`src/rtl/riscv_run_pkg.sv`:
```
// Shared types and constants for the core run controller.
package riscv_run_pkg;

  typedef enum logic [1:0] {
    HOLD = 2'd0,
    RUN  = 2'd1,
    DONE = 2'd2
  } run_state_e;

  localparam logic [1:0] CAUSE_NONE     = 2'b00;
  localparam logic [1:0] CAUSE_HALT     = 2'b01;
  localparam logic [1:0] CAUSE_TIMEOUT  = 2'b10;
  localparam logic [1:0] CAUSE_DEADLOCK = 2'b11;

  localparam logic [31:0] HALT_INSN_DEF = 32'h0000_0073;

endpackage

```
`src/rtl/sat_counter.sv`:
```
// Up-counter with synchronous clear that sticks at all-ones.
module sat_counter #(
  parameter int W = 8
) (
  input  logic         clk,
  input  logic         reset,
  input  logic         clear,
  input  logic         inc,
  output logic [W-1:0] q
);

  logic [W-1:0] q_d;
  logic [W-1:0] q_q;

  always_comb begin
    q_d = q_q;
    if (clear) begin
      q_d = '0;
    end else if (inc && (q_q != '1)) begin
      q_d = q_q + W'(1);
    end
  end

  always_ff @(posedge clk or posedge reset) begin
    if (reset) begin
      q_q <= '0;
    end else begin
      q_q <= q_d;
    end
  end

  assign q = q_q;

endmodule

```
`src/rtl/riscv_run_controller.sv`:
```
// Run controller: sequences core reset, counts cycles and retires,
// and ends the run on halt, timeout or retire deadlock.
module riscv_run_controller
  import riscv_run_pkg::*;
#(
  parameter int XLEN         = 32,
  parameter int CNT_W        = 32,
  parameter int RESET_CYCLES = 2,
  parameter int MAX_CYCLES   = 1000,
  parameter int STALL_LIMIT  = 16,
  parameter logic [XLEN-1:0] HALT_INSN = XLEN'(HALT_INSN_DEF)
) (
  input  logic             clk,
  input  logic             reset,
  input  logic             restart,
  input  logic             retire_valid,
  input  logic [XLEN-1:0]  retire_pc,
  input  logic [XLEN-1:0]  retire_insn,
  output logic             core_reset,
  output logic             running,
  output logic             done,
  output logic [1:0]       done_cause,
  output logic [CNT_W-1:0] cycle_count,
  output logic [CNT_W-1:0] retire_count,
  output logic [XLEN-1:0]  last_pc
);

  localparam int HW = $clog2(RESET_CYCLES + 1);
  localparam int SW = $clog2(STALL_LIMIT + 1);
  localparam longint unsigned MAX_M1 = 64'(MAX_CYCLES - 1);

  run_state_e      state_d, state_q;
  logic [1:0]      cause_d, cause_q;
  logic [XLEN-1:0] pc_d, pc_q;

  logic [HW-1:0]   hold_cnt;
  logic [SW-1:0]   stall_cnt;
  logic            in_hold;
  logic            in_run;
  logic            halt_hit;
  logic            timeout_hit;
  logic            stall_hit;
  logic [1:0]      end_cause;

  assign in_hold = (state_q == HOLD);
  assign in_run  = (state_q == RUN);

  sat_counter #(.W(HW)) u_hold (
    .clk   (clk),
    .reset (reset),
    .clear (restart | ~in_hold),
    .inc   (in_hold),
    .q     (hold_cnt)
  );

  sat_counter #(.W(CNT_W)) u_cycle (
    .clk   (clk),
    .reset (reset),
    .clear (restart | in_hold),
    .inc   (in_run),
    .q     (cycle_count)
  );

  sat_counter #(.W(CNT_W)) u_retire (
    .clk   (clk),
    .reset (reset),
    .clear (restart | in_hold),
    .inc   (in_run & retire_valid),
    .q     (retire_count)
  );

  sat_counter #(.W(SW)) u_stall (
    .clk   (clk),
    .reset (reset),
    .clear (restart | in_hold | (in_run & retire_valid)),
    .inc   (in_run & ~retire_valid),
    .q     (stall_cnt)
  );

  // Timeout compares the pre-increment count: this edge completes run cycle MAX_CYCLES.
  assign halt_hit    = retire_valid && (retire_insn == HALT_INSN);
  assign timeout_hit = (64'(cycle_count) == MAX_M1);
  assign stall_hit   = !retire_valid &&
                       (stall_cnt == SW'(STALL_LIMIT - 1));

  always_comb begin
    end_cause = CAUSE_NONE;
    if (halt_hit) begin
      end_cause = CAUSE_HALT;
    end else if (timeout_hit) begin
      end_cause = CAUSE_TIMEOUT;
    end else if (stall_hit) begin
      end_cause = CAUSE_DEADLOCK;
    end
  end

  always_comb begin
    state_d = state_q;
    cause_d = cause_q;
    pc_d    = pc_q;
    unique case (state_q)
      HOLD: begin
        if (hold_cnt == HW'(RESET_CYCLES)) begin
          state_d = RUN;
        end
      end
      RUN: begin
        if (retire_valid) begin
          pc_d = retire_pc;
        end
        if (end_cause != CAUSE_NONE) begin
          state_d = DONE;
          cause_d = end_cause;
        end
      end
      DONE: begin
      end
      default: begin
        state_d = HOLD;
      end
    endcase
    if (restart) begin
      state_d = HOLD;
      cause_d = CAUSE_NONE;
      pc_d    = '0;
    end
  end

  always_ff @(posedge clk or posedge reset) begin
    if (reset) begin
      state_q <= HOLD;
      cause_q <= CAUSE_NONE;
      pc_q    <= '0;
    end else begin
      state_q <= state_d;
      cause_q <= cause_d;
      pc_q    <= pc_d;
    end
  end

  assign core_reset = in_hold;
  assign running    = in_run;
  assign done       = (state_q == DONE);
  assign done_cause = cause_q;
  assign last_pc    = pc_q;

endmodule

```
`config.mk`:
```
export PLATFORM = sky130hd
export DESIGN_NAME = riscv_run_controller
export DESIGN_NICKNAME = d
export VERILOG_FILES = /design/src/rtl/riscv_run_pkg.sv /design/src/rtl/sat_counter.sv /design/src/rtl/riscv_run_controller.sv
export SDC_FILE = /design/constraint.sdc
export NUM_CORES = 1
export LEC_CHECK = 0
export ABC_AREA = 1
export BUFFER_PORTS_ARGS = -buffer_cell sky130_fd_sc_hd__clkbuf_2
export CAP_MARGIN = 0
export CORE_AREA = 2 2 113 115
export CTS_CLUSTER_DIAMETER = 40
export DETAILED_ROUTE_END_ITERATION = 8
export DIE_AREA = 0 0 115 117
export GPL_TIMING_DRIVEN = 0
export PLACE_DENSITY_LB_ADDON = 0.08
export SLEW_MARGIN = 20
export SYNTH_ARGS = -nofsm -noshare
export SYNTH_HDL_FRONTEND = slang
export SYNTH_SLANG_ARGS = --single-unit
```
`constraint.sdc`:
```
create_clock -name clk -period 8.8 [get_ports clk]
set_input_delay 0.44 -clock clk [delete_from_list [all_inputs] [get_ports clk]]
set_output_delay 0.44 -clock clk [all_outputs]
set_load 0.1 [all_outputs]
```
# Word level (Yosys, flattened, before mapping)
# Cells that the tools add are included.
# op_classes
add_sub_neg,4
eq_ne,13
mux,21
bitwise_logic,7
reduce_logical,19
# op_table
op,count
32-bit two-way mux,7
32-bit by 1-bit adder with 32-bit output (second input constant),2
32-bit inequality test (second input constant),2
32-bit by 10-bit == test with 1-bit output (second input constant),1
32-bit by 7-bit == test with 1-bit output (second input constant),1
2-bit two-way mux,11
2-bit nonzero test,8
5-bit two-way mux,2
1-bit logical AND,6
3-bit by 2-bit inequality test with 1-bit output (second input constant),2
2-bit case mux with 3 select lines,1
5-bit by 1-bit adder with 5-bit output (second input constant),1
5-bit by 4-bit == test with 1-bit output (second input constant),1
5-bit inequality test (second input constant),1
2-bit == test (second input constant),2
2-bit inequality test (second input constant),2
2-bit AND reduction,2
1-bit OR,3
3-bit AND reduction,1
2-bit by 1-bit adder with 2-bit output (second input constant),1
1-bit bitwise AND,2
2-bit by 1-bit == test with 1-bit output (second input constant),1
2-bit logical NOT,1
1-bit inverter,2
1-bit logical NOT,1
# word_totals
reg_bits,107
input_bits,68
output_inout_bits,101

# Logic depth before layout (Yosys ltp)
# depth
ltp_word,9
depth_mapped,14
mapped_depth_nobuf,11

# Hierarchy
# Synthesis repeated with hierarchy kept, for this count alone.
# unflattened
hier_cells,1014
hier_area_um2,6762.7
# modules_own_cells
mod,n_inst,cells_each,area_per_inst_um2
sat_counter at u_cycle ...,2,360,2274.7
riscv_run_controller,1,244,1835.5
sat_counter at u_stall,1,36,267.8
sat_counter at u_hold,1,14,110.1

# Worst setup path after synthesis
# No wires, ideal clock.
# synth_timing
kind,reg2reg
startpoint,register state_q[1]
endpoint,register u_retire.q_q[8] (netlist: u_retire.q[8])
setup_time_ps,133
t_arrival_ps,2491
required_time_ps,8667
setup_slack_ps,6177
path_stages_with_launch,9
path_cell_list,dfrtp_1 nor2_1 nor2_4 buf_2 inv_2 buf_2 nor3_1 nand2_1 o21ai_0
# synth_via
word_cells_on_any_way,7
classes_between,eq/ne (1); mux (1); bitwise (2); reduce/logical (3)
# synth_rtl
element,line_no,text
"start, declared",riscv_run_controller.sv:32,"run_state_e state_d, state_q;"
"start signal, assigned",riscv_run_controller.sv:135,state_q <= state_d;
2-bit logical NOT (*),riscv_run_controller.sv:45,assign in_hold = (state_q == HOLD);
net core_reset,riscv_run_controller.sv:19,"output logic core_reset,"
1-bit OR (*),riscv_run_controller.sv:67,".clear (restart | in_hold),"
32-bit two-way mux or 2-bit nonzero test (tied branches),-,
"end signal, assigned",sat_counter.sv:28,q_q <= q_d;
"end, declared",sat_counter.sv:13,logic [W-1:0] q_q;
# Mark *: on every way through the listed nets, which the timed path passes. The rest lies on a longest branch.
# A chain may end at the register's enable or synchronous reset.

# Final worst setup path
# layout_timing
startpoint,register u_retire.q_q[0] (netlist: u_retire.q[0])
endpoint,register u_retire.q_q[17] (netlist: u_retire.q[17])
# layout_via
elab_chain_cells,3
word_cells_on_any_way,6
classes_between,add/sub (1); eq/ne (1); mux (2); reduce/logical (2)
# layout_rtl
element,line_no,text
32-bit by 1-bit adder with 32-bit output or 32-bit inequality test (tied branches),"sat_counter.sv:20, sat_counter.sv:19",
32-bit two-way mux or 1-bit logical AND (tied branches),sat_counter.sv:19,end else if (inc && (q_q != '1)) begin
32-bit two-way mux or 2-bit nonzero test (tied branches),-,
# Parallel ways exist; a longest one is shown, timed or not. The select of a mux whose other input is x is not followed.

==> reports/results.ini <==
[status]
status = complete, no violations

[clocking]
cts_resized = 0
postCtsSetupBuffers = 0
clkLatencyLatePin_ns = 0.36
cts_root_buf = clkbuf_16
cts_buffer_depth = 2
cts_buffers = 9
holdBufCountCts = 0
clk_pin_slew_ns = 0.08
htreeDepth = 3
cts_tree = done
clkSinkCount = 107

[sta]
worst_slew_pin_slew_ns = 0.6412
max-slew-margin-rel = 0.5726
setup_tns_ns = 0
clock_skew_ns = 0.009676
hold_ws_ns = 0.03374
period_minus_slack_ns = 2.306
fmax_mhz = 433.7
drv_slew = 0
post-route-period-util = 0.2620
grt_setup_unrepaired = no
setup-violations-final = 0
hold_viol_final = 0

[synth]
synth_mux_area_frac = 0
syn-num-nets = 1044
synthSimpleGateAreaFrac = 0.4061
yosys.area_share.adder = 0.01339
ys_ff_latch = 107
synthCells = 969
syn_area_mm2 = 0.006541
synth_cell_types = 32
syn_avg_cell_area_um2 = 6.751
yosysWarnings = 0
synth-xor-area-share = 0.02544
synth_top_family_by_area = simple AND/OR/NAND/NOR gates
synth-compound-area-share = 0.06637
yosysSeqAreaShare = 0.4093

[cells_and_area]
synthToLayoutAreaGrowth_pct = 20.73
layout_common_cells = nand2_1, clkbuf_2, nor2_1, nand3_1, dfrtp_1
final_nets = 1224
fin_cells = 1304
drive_above_1_share = 0.1958
mostFrequentLayoutCell = nand2_1
stdcell_area_mm2 = 0.007898
antenna_cells = 0

[flow_run]
cap_violations = 0

[die]
dieArea_mm2 = 0.01346
dieWidth_um = 115
core-area_mm2 = 0.01231
fp.dieH_um = 117
start_util = 0.5313
ioPinCount = 169
rows = 41

[worst_setup_path]
max_stage_delay_ns = 0.51
cp_max_fo = 10
cp_num_buf_inv = 3
slowest_stage = dfrtp_1
critPathKind = reg -> reg
crit_chain = ha_1 -> nand3_1 -> inv_1 -> nand2_1 -> nor2_2 -> nand2_1 -> nand2_1 -> nand2_2 -> inv_2 -> buf_2 -> o21ai_0
cp_top_family = simple AND/OR/NAND/NOR gates
cp.required_ns = 9.03
crit_arrival_ns = 2.54
crit_top_cell = nand2_1
start_kind = flip-flop
critPathCaptureType = flip-flop

[pwr]
seqPwrFrac = 0.391
pwr-share-comb = 0.311
power_density_mw_per_mm2 = 175.4
swShare = 0.4203
switchingPower_uw = 582.2
power_frac_clock = 0.298
power_leakage_nw = 3.900
ir_worst_vdd_mv = 0.1923
internal_power_uw = 802.9

[placed_design]
numPortBuffers = 168
place_congestion = 0.9752
dp_hpwl_um = 14710
placed_area_mm2 = 0.007602
dp.cells = 1288

[grt]
grt_overflow_total = 0
antenna_found_initial = 0
grt_max_degree = 79
track_usage = 0.2901
first_global_vias = 6319
grt_pass1_wl_um = 30840

[drt]
drc = 0
drt-pass1-iter-count = 6
vias = 6967
routedWlPerCell_um = 14.56
drtIter0Drc = 523
ant_nets = 0
wl_um = 18990
vias_per_cell = 5.343

[hold_path]
min_path_type = in -> async

[metrics by stage]
stage	utilization	power, mW	setup WS, ns
final	0.6415	1.385	6.494
after global routing	0.6415	1.439	6.272
after CTS	0.6415	1.392	6.537
after detailed placement	0.6175	0.9827	6.534
after global placement	0.6148	0.9773	4.291
after floorplan	-	0.8797	5.543
[registers in the layout, summed over array words and instances, names as in the netlist]
name        flops
done_cause      2
u_retire.q     32
u_stall.q       5
u_hold.q        2
u_cycle.q      32
last_pc        32
state_q         2
[routing by layer]
layer  wire length (µm)  up-vias  GRT usage
met5                  0        -          0
met4                261        0    0.08273
met3               1747       20    0.06488
met2               8716      277     0.4694
met1               8266     3206     0.3946
li1                   -     3464          -
[power groups by stage]
stage / Combinational (mW) / Clock [mW] / Sequential, mW
detailed placement: 0.433 / 0 / 0.550
finish: 0.431 / 0.412 / 0.542
global placement: 0.426 / 0 / 0.551
global route: 0.458 / 0.435 / 0.546
CTS: 0.433 / 0.418 / 0.542
floorplan: 0.151 / 0 / 0.729
[worst register-to-register path, stage by stage, from the launching register on]
cell     delay [ns]
dfrtp_1        0.51
ha_1           0.34
nand3_1        0.17
inv_1          0.11
nand2_1        0.10
nor2_2         0.16
nand2_1        0.09
nand2_1        0.09
nand2_2        0.15
inv_2          0.12
buf_2          0.22
o21ai_0        0.13
[final cells by class]
class	count	area (µm²)
clock buffers	10	239.0
multi-input cells	738	3344
repair buffers	169	868.3
fillers	1178	4414
clock inverters	6	56.30
plain buffers	29	161.4
flip-flops and latches	107	2678
well taps	150	187.7
inverters	95	362.8
[kinds of logic after synthesis]
kind of cell	Yosys count
simple gates	629
buf+inv	124
flops	107
compound gates	83
xor+xnor	19
fa+ha+maj	7
[path summary, 6_finish.rpt]
kind,start,endpoint,slack [ns],depth (start not counted)
min in group clk,retire_pc[0],last_pc[0]$_DFFE_PP0P_,0.29,3
worst min-delay path,reset,last_pc[13]$_DFFE_PP0P_,0.03,2
max in group asynchronous,reset,u_cycle.q[11]$_DFFE_PP0P_,8.09,3
worst min register to register,done_cause[0]$_DFFE_PP0P_,done_cause[0]$_DFFE_PP0P_,0.49,2
worst max register to register,u_retire.q[0]$_DFFE_PP0P_,u_retire.q[17]$_DFFE_PP0P_,6.49,11
worst max-delay path,u_retire.q[0]$_DFFE_PP0P_,u_retire.q[17]$_DFFE_PP0P_,6.49,11
[cells in the mapped netlist]
cell type  instances  area share
nor3_1            30       0.023
buf_2              8      0.0061
nor3_4             1      0.0025
clkinv_2           1     0.00076
o31ai_1            1      0.0011
buf_4              3      0.0034
buf_6              2      0.0034
o22ai_1            1     0.00096
nand2_2            3      0.0029
o21ai_0           66       0.050
buf_1              4      0.0023
nor3_2             1      0.0015
o21ai_2            4      0.0054
and2_1             1     0.00096
nor2_1           157       0.090
inv_2              8      0.0046
ha_1               7       0.013
nor2_2             3      0.0029
buf_12             1      0.0031
nand2_4            1      0.0017
xnor2_1            3      0.0040
nand2_1          288        0.17
nor2_4             3      0.0052
a21oi_1            6      0.0046
o21ai_1            5      0.0038
dfrtp_1          107        0.41
nand3_1          132        0.10
nand4_1            8      0.0077
inv_1             86       0.049
nand3_2            1      0.0015
xor2_1            16       0.021
clkbuf_1          11      0.0063
Note: power is estimated with default switching activity, not from simulation.
